File: config.mk
export PLATFORM = sky130hd
export DESIGN_NAME = rptr_ctrl_ae
export DESIGN_NICKNAME = d
export VERILOG_FILES = /design/src/rtl/rptr_ctrl_ae.sv
export SDC_FILE = /design/constraint.sdc
export NUM_CORES = 1
export LEC_CHECK = 0
export ABC_AREA = 1
export CAP_MARGIN = 10
export CORE_MARGIN = 2
export CORE_UTILIZATION = 44
export CTS_CLUSTER_DIAMETER = 30
export DETAILED_ROUTE_END_ITERATION = 10
export PLACE_DENSITY_LB_ADDON = 0.05
export SETUP_SLACK_MARGIN = 0.05
export SYNTH_ARGS = -nofsm -noshare
export SYNTH_HDL_FRONTEND = slang
export SYNTH_SLANG_ARGS = --single-unit
File: constraint.sdc
create_clock -name rclk -period 3 [get_ports rclk]
set_input_delay 0.3 -clock rclk [delete_from_list [all_inputs] [get_ports rclk]]
set_output_delay 0.3 -clock rclk [all_outputs]
set_load 0.01 [all_outputs]
File: src/rtl/rptr_ctrl_ae.sv
// rptr_ctrl_ae: read-side pointer controller for an async FIFO (rclk domain).
// Ports:
//   rclk, rrst (async, active-high), r_en, uf_clr, g_wptr_sync (synced Gray wptr)
//   b_rptr, g_rptr, r_addr, empty, almost_empty, rd_count, underflow
module rptr_ctrl_ae #(
    parameter int PTR_WIDTH = 3,
    parameter int AE_THRESH = 1
) (
    input  logic                 rclk,
    input  logic                 rrst,
    input  logic                 r_en,
    input  logic                 uf_clr,
    input  logic [PTR_WIDTH:0]   g_wptr_sync,
    output logic [PTR_WIDTH:0]   b_rptr,
    output logic [PTR_WIDTH:0]   g_rptr,
    output logic [PTR_WIDTH-1:0] r_addr,
    output logic                 empty,
    output logic                 almost_empty,
    output logic [PTR_WIDTH:0]   rd_count,
    output logic                 underflow
);

    localparam int W = PTR_WIDTH + 1;
    localparam logic [W-1:0] AE_T = W'(AE_THRESH);

    // Gray to binary: each bit is the XOR of all Gray bits at or above it.
    function automatic logic [W-1:0] gray2bin(input logic [W-1:0] g);
        logic [W-1:0] b;
        b[W-1] = g[W-1];
        for (int i = W - 2; i >= 0; i--) begin
            b[i] = b[i+1] ^ g[i];
        end
        return b;
    endfunction

    logic           rd_fire;
    logic [W-1:0]   b_next;
    logic [W-1:0]   g_next;
    logic [W-1:0]   w_bin;
    logic [W-1:0]   occ_next;
    logic           empty_next;
    logic           ae_next;
    logic           uf_next;

    always_comb begin
        rd_fire    = r_en & ~empty;
        b_next     = b_rptr + {{PTR_WIDTH{1'b0}}, rd_fire};
        g_next     = b_next ^ (b_next >> 1);
        w_bin      = gray2bin(g_wptr_sync);
        // Modulo subtraction: wrap bit makes a full FIFO read as DEPTH.
        occ_next   = w_bin - b_next;
        empty_next = (g_next == g_wptr_sync);
        ae_next    = (occ_next <= AE_T);
        // A new underflow event outranks a simultaneous clear.
        uf_next    = underflow;
        if (r_en & empty) begin
            uf_next = 1'b1;
        end else if (uf_clr) begin
            uf_next = 1'b0;
        end
    end

    always_ff @(posedge rclk or posedge rrst) begin
        if (rrst) begin
            b_rptr       <= '0;
            g_rptr       <= '0;
            empty        <= 1'b1;
            almost_empty <= 1'b1;
            rd_count     <= '0;
            underflow    <= 1'b0;
        end else begin
            b_rptr       <= b_next;
            g_rptr       <= g_next;
            empty        <= empty_next;
            almost_empty <= ae_next;
            rd_count     <= occ_next;
            underflow    <= uf_next;
        end
    end

    assign r_addr = b_rptr[PTR_WIDTH-1:0];

endmodule

; Word-level counts from Yosys, hierarchy flattened
; Cells that the tools add are included.
[word_totals]
output_inout_bits = 18
wordCells = 20
register_bits = 15
latch_bits = 0
n_memories = 0
mem_bits_ro = 0
ram_bits = 0
input_bits = 8
[op_classes]
eq_ne = 1
magnitude_cmp = 1
addsub = 2
multipliers = 0
n_mux = 2
reduce_logical = 1
n_bitwise = 7
n_div = 0
shift = 0
[op_table]
columns = cell, n
row1 = adder 4 x 1 -> 4 bit, 1
row2 = equality test 4 bit, 1
row3 = "<= comparator 4 x 1 -> 1 bit, second input constant", 1
row4 = subtractor 4 bit, 1
row5 = bitwise XOR 4 x 3 -> 4 bit, 1
row6 = bitwise XOR 1 bit, 3
row7 = AND 1 bit, 2
row8 = two-way mux 1 bit, 2
row9 = nonzero test 2 bit, 1
row10 = inverter 1 bit, 1

; Logic depth before layout (Yosys ltp)
; Gate-level depths: netlist of the first run.
[logic_depth]
word_depth = 5
mapped_depth = 16
depth_no_buf = 16

; Least setup slack after synthesis of the first run
; No wires, ideal clock.
[synth_path]
path_type = flip-flop to flip-flop
startpoint = reg empty
endpoint = reg almost_empty
path_buffers = 0
synth_period_minus_slack_ns = 2.170
arrival_ns = 2.103
path_stages_with_launch = 15
t_required_ns = 2.933
setup_ns = 0.067
slack_ns = 0.830
path_cell_list = dfstp_2 nor2_1 ha_1 ha_1 inv_2 nand3_2 nand2_1 inv_1 ha_1 inv_1 nand2_2 nand2_2 nand2_2 or2_0 nor2_1
[synth_between]
elab_chain_len = 5
[synth_rtl]
columns = element, line_no
row1 = start: declaration, 17  ; output logic empty,
row2 = start signal: assignment, 74  ; empty <= empty_next;
row3 = inverter 1 bit, 46  ; rd_fire = r_en & ~empty;
row4 = AND 1 bit, 46
row5 = adder 4 x 1 -> 4 bit, 47  ; b_next = b_rptr + {{PTR_WIDTH{1'b0}}, rd_fire};
row6 = named net b_next[1], 37  ; logic [W-1:0] b_next;
row7 = subtractor 4 bit, 51  ; occ_next = w_bin - b_next;
row8 = named net occ_next[2], 40  ; logic [W-1:0] occ_next;
row9 = <= comparator 4 x 1 -> 1 bit, 53  ; ae_next = (occ_next <= AE_T);
row10 = named net ae_next, 42  ; logic ae_next;
row11 = end signal: assignment, 75  ; almost_empty <= ae_next;
row12 = end: declaration, 18  ; output logic almost_empty,
; The timed path passes the listed nets, and every way through them passes these cells.
; A chain may end at the register's enable or synchronous reset.

; Final worst setup path of the first run
; Same ends and word-level chain as after synthesis.

==> impl_summary.log, run 1 <==
INFO  metric synth_area_per_cell = 9.25 sq um
INFO  metric antenna_found_initial = 0
INFO  metric post_cts.resized_instances = 0
INFO  metric portBuffers = 25
INFO  metric critical_path.max_fanout = 5
INFO  metric multiInputGateArea = 353 sq um
INFO  metric global_route.usage.met2 = 21.4%
INFO  metric detail_route.first_pass.iterations = 4
INFO  metric place.detailed.instances = 132
INFO  metric grt_max_degree = 15
INFO  metric synth_sequential_area_ratio = 44.3%
INFO  metric synth.ff_latch_count = 14
INFO  metric worst-endpoint-arrival = 2.49 ns
INFO  metric reg2reg_setup_slack = 0.72 ns
INFO  metric power_per_cell_area = 1100 nW/um^2
INFO  metric clockRootBuffer = sky130_fd_sc_hd__clkbuf_4
INFO  metric worst_path_largest_cell_delay = 0.54 ns
INFO  metric global_route.peak_usage_layer = met2
INFO  metric max_slew_margin = 65.5%
INFO  metric final.min_clock_period = 2.28 ns
INFO  metric grt_pass1_vias = 494
INFO  metric finalCritPeriodShare = 75.9%
INFO  metric synth_warnings = 0
INFO  metric setup_total_negative_slack = 0 ns
INFO  metric floorplan.die_area = 2160 sq um
INFO  metric gr-total-overflow = 0
INFO  metric core-area = 1710 sq um
INFO  metric grt_first_pass_wirelength = 2100 microns
INFO  metric postRouteAntennaNets = 0
INFO  metric finalHoldViolations = 0
INFO  metric globalplace.congestion = 0.760
INFO  metric dpl.hpwl = 1110 microns
INFO  metric sequential_cell_area = 353 sq um
INFO  metric floorplan.initialDensity = 46.6%
INFO  metric setup_viol = 0
INFO  metric type_of_element_capturing_the_critical_path = flop
INFO  metric drt-initial-drc-count = 4
INFO  metric grt_setup_unrepaired = false
INFO  metric non_filler_instance_count_after_layout = 136
INFO  metric layout-drive-gt1-share = 19.8%
INFO  metric use_met1 = 19.3%
INFO  metric numCtsBuffers = 3
INFO  metric grt_util_all_layers = 14.8%
INFO  metric insertedDiodeCount = 0
INFO  metric ctsHtreeMaxLevel = 1
INFO  metric finalWirelength = 1290 microns
INFO  metric synth_top_cell_by_area = sky130_fd_sc_hd__dfrtp_1
INFO  metric use_met3 = 3.53%
INFO  metric upper_clock_frequency_limit = 0.439 GHz
INFO  metric post_synth_num_cell_types = 19
INFO  metric final-max-slew-violation-count = 0
INFO  metric die_w = 46.5 microns
INFO  metric finalClockSkew = 0.00122 ns
INFO  metric postSynthNetCount = 99
INFO  metric wire_per_inst = 9.51 microns
INFO  metric row_count = 15
INFO  metric hold_slack = 0.354 ns
INFO  metric clock-sinks = 14
INFO  metric synthesis.area = 796 sq um
INFO  metric cts-root-to-sink-buffers = 2
INFO  metric fill_cells = 147
INFO  metric num-nets-final = 125
INFO  metric cts_tree = done
INFO  metric fp.dieH = 46.5 microns
INFO  metric drc = 0
INFO  metric crit_path_cell_trace = nor2_1 -> ha_1 -> ha_1 -> inv_2 -> nand3_2 -> nand2_1 -> inv_1 -> ha_1 -> inv_1 -> nand2_2 -> nand2_2 -> nand2_2 -> or2_0 -> nor2_1
INFO  metric class_of_the_most_critical_setup_path = reg -> reg
INFO  metric ports_placed_on_the_boundary = 26
INFO  metric drt-vias-per-instance = 4.41
INFO  metric timing.critical_path.from_type = flop
INFO  metric path_clk_slew = 0.08 ns
INFO  metric tightestPinTransition = 0.518 ns
INFO  metric cellLeakagePower = 0.536 nW
INFO  metric vias = 600
INFO  metric min-delay-path-class = in -> async
INFO  metric synth_top_cells_by_area = sky130_fd_sc_hd__dfrtp_1 38%, sky130_fd_sc_hd__ha_1 7.9%, sky130_fd_sc_hd__nand2_1 7.1%
INFO  metric cts_hold_repair.buffers = 0
INFO  metric area.growth.synth_to_final = 36.2%
INFO  metric worst_skew_pair.late_latency = 0.27 ns
INFO  metric status = complete, no violations
INFO  metric critPathSlowestCell = sky130_fd_sc_hd__dfstp_2
INFO  metric ir_drop = 0.507 mV
INFO  metric synth_largest_type_area_fraction = 37.7%
INFO  metric synthesis.instances = 86
INFO  metric max_cap_violations = 0
INFO  metric cp_data_required_time = 3.21 ns
INFO  metric post_cts_buffers = 0
## critical path, delay by kind of cell (launching register included)
family / cells / cell delay (ns)
buffers and inverters: 3 / 0.20
flip-flops: 1 / 0.54
adder cells (fa/ha/maj): 3 / 0.77
AND/OR/NAND/NOR: 8 / 0.70
## cell usage in the layout (no fill, tap or decap), drive strengths merged, types with 2 or more instances in the layout
cell and count:
clkdlybuf4s50 25, nand2 22, inv 16, dfrtp 12
nand3 9, nor2 6, ha 5, xor2 5
clkbuf 4, dfstp 2, or2 2
## registers in the layout, indices dropped and copies added, names as in the netlist
signal,count
almost_empty,1
b_rptr,4
empty,1
g_rptr,3
rd_count,4
underflow,1
## kinds of logic (layout without fill, tap and decap cells)
group / Yosys count / count (layout) / synth area share [%]
and+or+nand+nor: 39 / 39 / 25.5
buffers and inverters: 20 / 45 / 11.3
adders and majority gates: 5 / 5 / 7.86
DFF: 14 / 14 / 44.3
AOI/OAI and AO/OA: 1 / 1 / 0.628
xor gates and xnor gates: 7 / 7 / 10.4
## stage by stage
stage	util, %	power [mW]	instance area (sq um)	setup slack, ns
floorplan	-	0.816	796	0.830
global placement	61.3	1.06	1050	0.510
detailed placement	61.3	1.08	1050	0.447
CTS	63.4	1.21	1080	0.694
global route	63.4	1.31	1080	0.501
finish	63.4	1.19	1080	0.722
## report_power, final
part | total (mW) | internal [mW] | switching [mW]
logic | 0.742 | 0.376 | 0.365
clock network | 0.128 | 0.0737 | 0.0548
registers | 0.323 | 0.283 | 0.0395
## layer usage
metal	wire length, microns	up-vias
li1	-	307
met1	585	272
met2	601	17
met3	65	4
met4	42	0
met5	0	-
## layout make-up
class / instances / share of cell area, %
flip-flops and latches: 14 / 32.6
well taps: 25 / 2.89
repair buffers: 25 / 23.1
clock buffers: 4 / 3.35
multi-input cells: 52 / 32.6
inverters: 16 / 5.54
## final timing paths
check | from | endpoint | depth (start not counted)
worst min register to register | underflow | underflow | 2
worst max-delay path | empty | almost_empty | 14
worst max register to register | empty | almost_empty | 14
worst min-delay path | rrst | underflow | 2
min in group rclk | underflow | underflow | 2
max in group asynchronous | rrst | almost_empty | 2
## cell usage after synthesis
| cell | instances |
|---|---|
| sky130_fd_sc_hd__or2_4 | 1 |
| sky130_fd_sc_hd__ha_1 | 5 |
| sky130_fd_sc_hd__nand3_2 | 3 |
| sky130_fd_sc_hd__buf_4 | 4 |
| sky130_fd_sc_hd__nor2_1 | 6 |
| sky130_fd_sc_hd__inv_1 | 12 |
| sky130_fd_sc_hd__nand3_1 | 6 |
| sky130_fd_sc_hd__xnor2_1 | 1 |
| sky130_fd_sc_hd__xnor3_1 | 1 |
| sky130_fd_sc_hd__nand2_4 | 1 |
| sky130_fd_sc_hd__nand2_1 | 15 |
| sky130_fd_sc_hd__nand2_2 | 6 |
| sky130_fd_sc_hd__dfstp_2 | 2 |
| sky130_fd_sc_hd__dfrtp_1 | 12 |
| sky130_fd_sc_hd__or2_0 | 1 |
| sky130_fd_sc_hd__xor2_2 | 1 |
| sky130_fd_sc_hd__o21ai_0 | 1 |
| sky130_fd_sc_hd__xor2_1 | 4 |
| sky130_fd_sc_hd__inv_2 | 4 |
(Power assumes the default switching activity.)
==> inputs of run 2 (changes only) <==
clock period = 2.15 ns   (was 3 ns; I/O delays follow)
==> run 2 against run 1 <==
Compared with the run above: sequential share of layout area shrank 3.6 points; register-to-register slack lost 0.57 ns; die area is the same; clock-buffer cell count is the same; final cell count grew 8.8%; hold slack lost 0.092 ns; clock power grew 45%; core utilization grew 7.9 points; routed wire length grew 22%; first-iteration DRC count grew 25%; critical path depth shrank 1; clock skew shrank 0.00097 ns.
==> impl_summary.log, run 2 (same netlist as run 1, synthesis figures left out) <==
INFO  metric critical_path_origin = empty (unchanged)
INFO  metric timing.critical_path.from_type = flop (unchanged)
INFO  metric row_count = 15 (unchanged)
INFO  metric post-route-util = 71.4% (was 63.4%)
INFO  metric power.share.sequential = 24.0% (was 27.1%)
INFO  metric num-nets-final = 137 (was 125)
INFO  metric grt_util_all_layers = 16.3% (was 14.8%)
INFO  metric ctsHtreeMaxLevel = 1 (unchanged)
INFO  metric cp_data_required_time = 2.37 ns (was 3.21 ns)
INFO  metric hold_slack = 0.262 ns (was 0.354 ns)
INFO  metric area.growth.synth_to_final = 53.1% (was 36.2%)
INFO  metric dpl.hpwl = 1200 microns (was 1110 microns)
INFO  metric clockRootBuffer = sky130_fd_sc_hd__clkbuf_4 (unchanged)
INFO  metric postRouteAntennaNets = 0 (unchanged)
INFO  metric drc = 0 (unchanged)
INFO  metric layout_commonest_cell = sky130_fd_sc_hd__clkdlybuf4s50_1 (unchanged)
INFO  metric grt_pass1_vias = 571 (was 494)
INFO  metric drt-initial-drc-count = 5 (was 4)
INFO  metric antenna_found_initial = 0 (unchanged)
INFO  metric relative_contribution_of_combinational_cells_to_total_power = 66.2% (was 62.2%)
INFO  metric power.switching = 719 uW (was 460 uW)
INFO  metric path_clk_slew = 0.08 ns (about the same)
INFO  metric critical_path.max_fanout = 3 (was 5)
INFO  metric worst-endpoint-arrival = 2.22 ns (was 2.49 ns)
INFO  metric type_of_element_capturing_the_critical_path = flop (unchanged)
INFO  metric max_slew_margin = 66.3% (was 65.5%)
INFO  metric vias = 646 (was 600)
INFO  metric rr_endpoint = almost_empty (unchanged)
INFO  metric internal_power = 1.18 mW (was 733 uW)
INFO  metric cts-root-to-sink-buffers = 2 (unchanged)
INFO  metric timing.critical_path.to = almost_empty (unchanged)
INFO  metric setup_viol = 0 (unchanged)
INFO  metric grt_first_pass_wirelength = 2380 microns (was 2100 microns)
INFO  metric grt_setup_unrepaired = true (was false)
INFO  metric share_of_total_power_in_the_clock_network = 9.8% (was 10.8%)
INFO  metric placed_area = 1120 sq um (was 1050 sq um)
INFO  metric final.min_clock_period = 2.00 ns (was 2.28 ns)
INFO  metric ff2ff_path_depth = 13 (was 14)
INFO  metric sequential_cell_area = 353 sq um (unchanged)
INFO  metric tightestPinTransition = 0.505 ns (was 0.518 ns)
INFO  metric globalplace.congestion = 0.747 (was 0.760)
INFO  metric place.detailed.instances = 140 (was 132)
INFO  metric non_filler_instance_count_after_layout = 148 (was 136)
INFO  metric p_sw_share = 37.9% (was 38.5%)
INFO  metric cts_tree = done (unchanged)
INFO  metric most-common-layout-cells = 23 x sky130_fd_sc_hd__clkdlybuf4s50_1, 15 x sky130_fd_sc_hd__nand2_1, 12 x sky130_fd_sc_hd__dfrtp_1, 12 x sky130_fd_sc_hd__buf_4, 9 x sky130_fd_sc_hd__inv_1 (was 25 x sky130_fd_sc_hd__clkdlybuf4s50_1, 15 x sky130_fd_sc_hd__nand2_1, 12 x sky130_fd_sc_hd__inv_1, 12 x sky130_fd_sc_hd__dfrtp_1)
INFO  metric insertedDiodeCount = 0 (unchanged)
INFO  metric post-route-cell-area = 1220 sq um (was 1080 sq um)
INFO  metric power_per_cell_area = 1560 nW/um^2 (was 1100 nW/um^2)
INFO  metric cellLeakagePower = 0.606 nW (was 0.536 nW)
INFO  metric grt_max_degree = 15 (unchanged)
INFO  metric layout-drive-gt1-share = 35.8% (was 19.8%)
INFO  metric detail_route.first_pass.iterations = 4 (unchanged)
INFO  metric floorplan.die_area = 2160 sq um (unchanged)
INFO  metric core-area = 1710 sq um (unchanged)
INFO  metric clock-sinks = 14 (unchanged)
INFO  metric portBuffers = 25 (unchanged)
INFO  metric setup_total_negative_slack = 0 ns (unchanged)
INFO  metric drt-vias-per-instance = 4.36 (was 4.41)
INFO  metric ports_placed_on_the_boundary = 26 (unchanged)
INFO  metric max_cap_violations = 0 (unchanged)
INFO  metric worst_skew_pair.late_latency = 0.28 ns (was 0.27 ns)
INFO  metric final-max-slew-violation-count = 0 (unchanged)
INFO  metric finalHoldViolations = 0 (unchanged)
INFO  metric die_w = 46.5 microns (unchanged)
INFO  metric min-delay-path-class = in -> async (unchanged)
INFO  metric gr-total-overflow = 0 (unchanged)
INFO  metric numCtsBuffers = 3 (unchanged)
INFO  metric reg2reg_setup_slack = 0.15 ns (was 0.72 ns)
INFO  metric wire_per_inst = 10.7 microns (was 9.51 microns)
INFO  metric ir_drop = 0.813 mV (was 0.507 mV)
INFO  metric upper_clock_frequency_limit = 0.501 GHz (was 0.439 GHz)
INFO  metric finalCritPeriodShare = 92.9% (was 75.9%)
INFO  metric rr_startpoint = empty (unchanged)
INFO  metric largestRegisters = b_rptr (4), rd_count (4), g_rptr (3) (unchanged)
INFO  metric status = complete, no violations (unchanged)
INFO  metric multiInputGateArea = 390 sq um (was 353 sq um)
INFO  metric fill_cells = 137 (was 147)
INFO  metric class_of_the_most_critical_setup_path = reg -> reg (unchanged)
INFO  metric finalWirelength = 1580 microns (was 1290 microns)
INFO  metric fp.dieH = 46.5 microns (unchanged)
INFO  metric floorplan.initialDensity = 46.6% (unchanged)
INFO  metric finalClockSkew = 0.000256 ns (was 0.00122 ns)
-- run 2: final cells by class --
cell class	instances	share of cell area, %
well taps	25	2.57
clock buffers	4	2.98
inverters	16	5.13
multi-input cells	52	32.0
repair buffers	37	28.3
flip-flops and latches	14	29.0
-- run 2: how the worst min path moves through the flow --
stage	end	cells past startpoint
4_1_cts	underflow	2
3_5_place_dp	underflow	2
6_report	underflow	2
3_3_place_gp	underflow	2
5_1_grt	underflow	2
2_1_floorplan	b_rptr[0]	1
-- run 2: worst max-delay path, stage by stage (launching register included) --
cell	delay (ns)
sky130_fd_sc_hd__dfstp_2	0.55
sky130_fd_sc_hd__nor2_2	0.04
sky130_fd_sc_hd__ha_2	0.19
sky130_fd_sc_hd__ha_4	0.28
sky130_fd_sc_hd__nand2_1	0.07
sky130_fd_sc_hd__nand2_1	0.07
sky130_fd_sc_hd__inv_1	0.04
sky130_fd_sc_hd__ha_2	0.16
sky130_fd_sc_hd__inv_2	0.06
sky130_fd_sc_hd__nand2_2	0.05
sky130_fd_sc_hd__nand2_2	0.06
sky130_fd_sc_hd__nand2_2	0.04
sky130_fd_sc_hd__or2_1	0.24
sky130_fd_sc_hd__nor2_2	0.08
-- run 2: timing repair --
action	CTS	global route
setup buffers	0	4
gates resized for setup	1	12
setup endpoints to repair	1	2
pin swaps	0	15
hold buffers	0	0
-- run 2: layer usage --
metal,vias to the layer above,share of wire [%],wire [microns],track usage (%)
met3,5,4.4,69,3.53
met2,18,52,818,26.7
met5,-,0,0,0
met1,294,41,645,20.0
met4,0,2.9,46,8.57
li1,329,-,-,-
-- run 2: metrics by stage --
step	worst slack [ns]	power [mW]
final	0.154	1.90
after global routing	0.0275	2.05
after CTS	0.0655	1.80
after detailed placement	-0.197	1.60
after global placement	-0.105	1.57
after floorplan	0.0889	1.17
-- run 2: power groups by stage --
stage	Clock [mW]	Sequential, mW	Combinational [mW]
after floorplan	0	0.521	0.645
after global placement	0	0.456	1.11
after detailed placement	0	0.463	1.14
after CTS	0.195	0.457	1.15
after global routing	0.205	0.468	1.38
final	0.186	0.456	1.25
